[src/rtl/serial_adder.sv]
// Bit-serial WIDTH-bit adder: one full-adder slice plus a carry flop, LSB first, start/done handshake.
// Optional build macro SERIAL_SUB_EN adds a 'sub' port for a - b via two's complement.
module serial_adder #(
  parameter int unsigned WIDTH = 8
) (
  input  logic             clk,
  input  logic             rst_n,
  input  logic             start,
  input  logic [WIDTH-1:0] a,
  input  logic [WIDTH-1:0] b,
  input  logic             c_in,
  output logic             ready,
  output logic             busy,
  output logic             done,
  output logic [WIDTH-1:0] sum,
  output logic             c_out
`ifdef SERIAL_SUB_EN
  ,
  input  logic             sub
`endif
);

  localparam int unsigned CNT_W = (WIDTH > 1) ? $clog2(WIDTH) : 1;
  localparam logic [CNT_W-1:0] LAST_BIT = CNT_W'(WIDTH - 1);

  typedef enum logic [1:0] {
    IDLE = 2'd0,
    RUN  = 2'd1,
    DONE = 2'd2
  } state_t;

  state_t           state;
  logic [WIDTH-1:0] shift_a;
  logic [WIDTH-1:0] shift_b;
  logic [WIDTH-2:0] acc;
  logic             carry;
  logic [CNT_W-1:0] cnt;

  logic             fa_s;
  logic             fa_cout;
  logic [WIDTH-1:0] load_b;
  logic             load_c;

  // Full-adder cell fed by the operand LSBs and the carry flop
  always_comb begin
    fa_s    = shift_a[0] ^ shift_b[0] ^ carry;
    fa_cout = (shift_a[0] & shift_b[0]) | (carry & (shift_a[0] ^ shift_b[0]));
  end

  // Operand B and initial carry as loaded on the accept edge
  always_comb begin
`ifdef SERIAL_SUB_EN
    load_b = sub ? ~b : b;
    load_c = sub | c_in;
`else
    load_b = b;
    load_c = c_in;
`endif
  end

  always_ff @(posedge clk or negedge rst_n) begin
    if (!rst_n) begin
      state   <= IDLE;
      ready   <= 1'b1;
      busy    <= 1'b0;
      done    <= 1'b0;
      sum     <= '0;
      c_out   <= 1'b0;
      shift_a <= '0;
      shift_b <= '0;
      acc     <= '0;
      carry   <= 1'b0;
      cnt     <= '0;
    end else begin
      case (state)
        IDLE, DONE: begin
          done <= 1'b0;
          if (start) begin
            shift_a <= a;
            shift_b <= load_b;
            carry   <= load_c;
            cnt     <= '0;
            state   <= RUN;
            ready   <= 1'b0;
            busy    <= 1'b1;
          end else begin
            state <= IDLE;
          end
        end
        RUN: begin
          // Sum bits enter at the top of acc so bit 0 lands at acc[0] after WIDTH-1 shifts
          carry   <= fa_cout;
          acc     <= (WIDTH-1)'({fa_s, acc} >> 1);
          shift_a <= shift_a >> 1;
          shift_b <= shift_b >> 1;
          cnt     <= cnt + CNT_W'(1);
          if (cnt == LAST_BIT) begin
            sum   <= {fa_s, acc};
            c_out <= fa_cout;
            state <= DONE;
            ready <= 1'b1;
            busy  <= 1'b0;
            done  <= 1'b1;
          end
        end
        default: begin
          state <= IDLE;
          ready <= 1'b1;
          busy  <= 1'b0;
          done  <= 1'b0;
        end
      endcase
    end
  end

endmodule

[config.mk]
export PLATFORM = sky130hd
export DESIGN_NAME = serial_adder
export DESIGN_NICKNAME = d
export VERILOG_FILES = /design/src/rtl/serial_adder.sv
export SDC_FILE = /design/constraint.sdc
export NUM_CORES = 1
export LEC_CHECK = 0
export CAP_MARGIN = 25
export CORE_MARGIN = 1.5
export CORE_UTILIZATION = 40
export DETAILED_ROUTE_END_ITERATION = 7
export HOLD_SLACK_MARGIN = 0.08
export PLACE_DENSITY_LB_ADDON = 0.12
export SYNTH_ARGS = -nofsm -noshare
export SYNTH_HDL_FRONTEND = slang
export SYNTH_SLANG_ARGS = --single-unit
[constraint.sdc]
create_clock -name clk -period 1.67 [get_ports clk]
set_input_delay 0.334 -clock clk [delete_from_list [all_inputs] [get_ports clk]]
set_output_delay 0.334 -clock clk [all_outputs]
set_load 0.02 [all_outputs]
Yosys cells after proc, flatten, opt, wreduce, memory -nomap -nowiden
Cells that the tools add are included.

Register bits after elaboration: 41. Output and inout bits: 12.

$add $sub $neg: 1. Equality and inequality tests: 5. Multiplexer cells: 18. Bitwise gates (word level): 5. Reductions and logical operators: 6.

Operator list (count): 8-bit one-hot mux with 2 select lines (2); 8-bit two-way mux (2); 1-bit two-way mux (7); 1-bit one-hot mux with 2 select lines (3); 3-bit one-hot mux with 2 select lines (1); 2-bit AND reduction (3); 2-bit != test, second input constant (2); 2-bit one-hot mux with 2 select lines (1); 3-bit by 1-bit adder with 3-bit output, second input constant (1); 3-bit == test, second input constant (1); 3-bit two-way mux (1); 1-bit bitwise AND (2); 2-bit by 1-bit == test with 1-bit output, second input constant (1); 2-bit == test, second input constant (1); 2-bit zero test (1); 2-bit two-way mux (1); 2-bit nonzero test (1); 2-bit OR reduction (1); 1-bit bitwise XOR (2); 1-bit OR (1).

Depth between registers and ports, before layout
Word-level depth: 4. Gate-level depth with buffers: 5. Mapped depth without buffers: 5.

Worst setup path after synthesis
No wires, ideal clock.

Kind: flip-flop to flip-flop. Start: register cnt[0]. End: register cnt[2]. Arrival: 1.302 ns. Data required time: 1.549 ns. Setup slack: 0.247 ns. Cell stages (with the launch flop): 5. Buffers on the path: 0. Clock period less this slack: 1.423 ns. Path through: dfrtp_1 -> ha_1 -> ha_1 -> mux2_1 -> a22o_1.

Longest elaborated chain between the ends: 2.

RTL lines: from (decl) (line 37) `logic [CNT_W-1:0] cnt;`; from (signal assigned) (line 96) `cnt <= cnt + CNT_W'(1);`; 3-bit by 1-bit adder with 3-bit output (line 96); 3-bit one-hot mux with 2 select lines (line 75) `case (state)`.

No other way between the ends. A chain may end at the register's enable or synchronous reset.

Final worst setup path
Start: register busy. End: output busy.

RTL lines: from (decl) (line 13) `output logic busy,`; from (signal assigned) (line 65) `busy <= 1'b0;`; from (signal assigned) (line 85) `busy <= 1'b1;`; from (signal assigned) (line 102) `busy <= 1'b0;`.

No word-level cell between the ends.

==> metrics.txt <==
Std-Cell Rows 24; Flop pwr share 39.8%; biggest cell delay along the critical path between 0.6 and 0.7 ns; Core ar. 0.004444 sq mm; Synth warnings 0; cell-internal power ~2800 uW; worst-margin pin slew 0.5094 ns; vias in the first global route between 1000 and 1500; worst skew pair latency 0.29 ns; CP arrival ~1.3 ns; crit start category flop; routed via count 1333; max_slew headroom 66.04%; largest net degree at the start of global routing 22; fmax 618.2 MHz; final core occ 53.86%; CP Class reg2out; Mapped Cells around 170; VDD IR max 0.5669 mV; Routability Congestion approximately 0.74; Synth Area in Simple Gates 12.54%; most frequent cells in the layout dfrtp_1 (39), clkdlybuf4s50_1 (28), nand2_1 (24); nets 228; Cell variety after synth 29; commonest non-fill, non-tap cell in the layout dfrtp_1; static leakage approximately 0.0011 uW; syn_area_per_cell around 11 sq um; syn_nets between 150 and 200; WL final between 3000 and 4000 um; H-tree Lvls 2; Post-Syn Area 0.001876 sq mm; Starting Density 42.20%; routed length per instance 14.35 um; clk sink count 40; failing checks DRC; Pre-antenna DRT Iters 6; Final setup viols 0; CTS tree yes; final hold vios 0; CP Buf/Inv Count 1; DRC 2; PwrDens ~1800 mW/mm^2; PortBufs 31; Die Width a little over 70 um; crit-path cells clkdlybuf4s50_1; DR iter-0 viols 95; status finished, violations left; min Tclk post-route 1.618 ns; clk_skew 0.009538 ns; Max clock buf depth 2; CP max-delay cell clkdlybuf4s50_1; mux contribution to synthesized area ~15%; CP endpoint kind output pin; antenna violations before repair 0; setup TNS 0 ns; Final Total Pwr around 4400 uW; drt via density 5.167; power share of the clock group 17.9%; post-synthesis xor/xnor area fraction 0%; period utilization a little over nine tenths; first-pass GRT wire length 6465 um; Critical Path RT 1.34 ns; ant diodes 0; post-synth top area share approximately 52%; Post-DP HPWL 2654 um; root buffer cell clkbuf_8; Hold Path Class reg2reg; WHS 0.4878 ns; Logic pwr share 42.3%; flip-flop and latch count after synthesis 40; Fill cells ~400; share of layout cells above drive strength 1 16.02%; Slew Viols, Final 0; cts bufs inserted 5; top cell type by total area after synthesis dfrtp_1; Seq/Total Area, Yosys 53.44%; sw frac 35.37%; max capacitance violation total 0; gr usage total 16.30%; CTS clock-pin slew for the worst setup and hold paths 0.08 ns; Psw 1554 uW; Synth Area in Compound Gates 12.27%; post-route ant nets 0; CP delay by family, top buffers and inverters; top-level port count 32; die height 71.48 um; Synth Area in Adders 2.402%; DIE AREA ~0.005 sq mm; RSZ-0062 raised after global routing false; worst-path maximum fanout 3; area grow syn2layout 27.62%; top cells by area, synth dfrtp_1 (52%), mux2_4 (7.2%), mux2i_1 (6.4%); final setup margin 0.05239 ns; gr ovfl total 0; largest family of logic cells by synthesized area multiplexers; dpl ws 0.08120 ns
## layout make-up
cell class / instances / area (sq um) / share of cell area (%)
timing repair buffer: 42 / 400.4 / 16.73
sequential: 40 / 1002 / 41.87
tap: 52 / 65.06 / 2.718
clock buffer: 5 / 68.82 / 2.875
clock inverter: 3 / 42.54 / 1.777
multi-input combinational: 109 / 788.3 / 32.93
inverter: 7 / 26.28 / 1.098
## state kept, by name, indices dropped and copies added, names as in the netlist
signal	flops
shift_a	8
shift_b	8
sum	8
acc	7
cnt	3
state	2
busy	1
c_out	1
carry	1
ready	1
## final timing paths
path,from,endpoint,slack (ns),cells past startpoint
worst max-delay path,busy,busy,0.05,1
worst min-delay path,ready,ready,0.49,2
worst max register to register,cnt[0],cnt[2],0.17,4
worst min register to register,ready,ready,0.49,2
max in group asynchronous,rst_n,shift_a[0],0.64,3
min in group asynchronous,rst_n,sum[0],0.54,2
## kinds of logic after synthesis
group / after synthesis
mux: 23
buf+inv: 17
simple gates: 46
flops: 40
compound gates: 37
fa+ha+maj: 3
## repair_timing
| item | 4_1_cts | 5_1_grt |
|---|---|---|
| hold buffers | 1 | 0 |
| hold endpoints to repair | 19 | 0 |
| resized for setup | 2 | 0 |
| buffers inserted | 0 | 0 |
| setup endpoints to repair | 2 | 0 |
## metrics by stage
step	cells	cell area, sq um
after floorplan	166	1876
after global placement	249	2275
after detailed placement	249	2275
after CTS	258	2394
after global routing	258	2394
final	258	2394
## synthesized netlist by cell type, drive strengths merged
| cell type | instances |
|---|---|
| a22o | 2 |
| a221o | 1 |
| mux2 | 11 |
| o22ai | 4 |
| mux2i | 12 |
| a211oi | 10 |
| dfrtp | 39 |
| inv | 7 |
| and2b | 2 |
| o31ai | 1 |
| and2 | 1 |
| ha | 2 |
| o21ai | 5 |
| nand2b | 2 |
| dfstp | 1 |
| nand2 | 25 |
| nor2b | 9 |
| a21oi | 14 |
| clkbuf | 2 |
| nor2 | 4 |
| fa | 1 |
| nand3 | 3 |
| buf | 8 |
## worst min-delay path: stages, from the launching register on
cell and delay (ns):
dfstp_2 0.38, inv_1 0.05, o21ai_1 0.06
## per-layer routing
metal	wire, um	track usage [%]	vias to the layer above	share of wire [%]
met5	0	0	-	0
met4	17	3.983	0	0.46
met3	167	5.204	2	4.5
met2	1852	27.83	30	50
met1	1665	20.18	653	45
li1	-	-	648	-
## power by group through the flow
stage                     clock (uW)  sequential (uW)  combinational, uW
final                            785             1750               1860
after global routing             850             1820               2080
after CTS                        805             1760               1890
after detailed placement           0             1770               1890
after global placement             0             1740               1820
after floorplan                    0             1840               1160
Note: power is estimated with default switching activity, not from simulation.
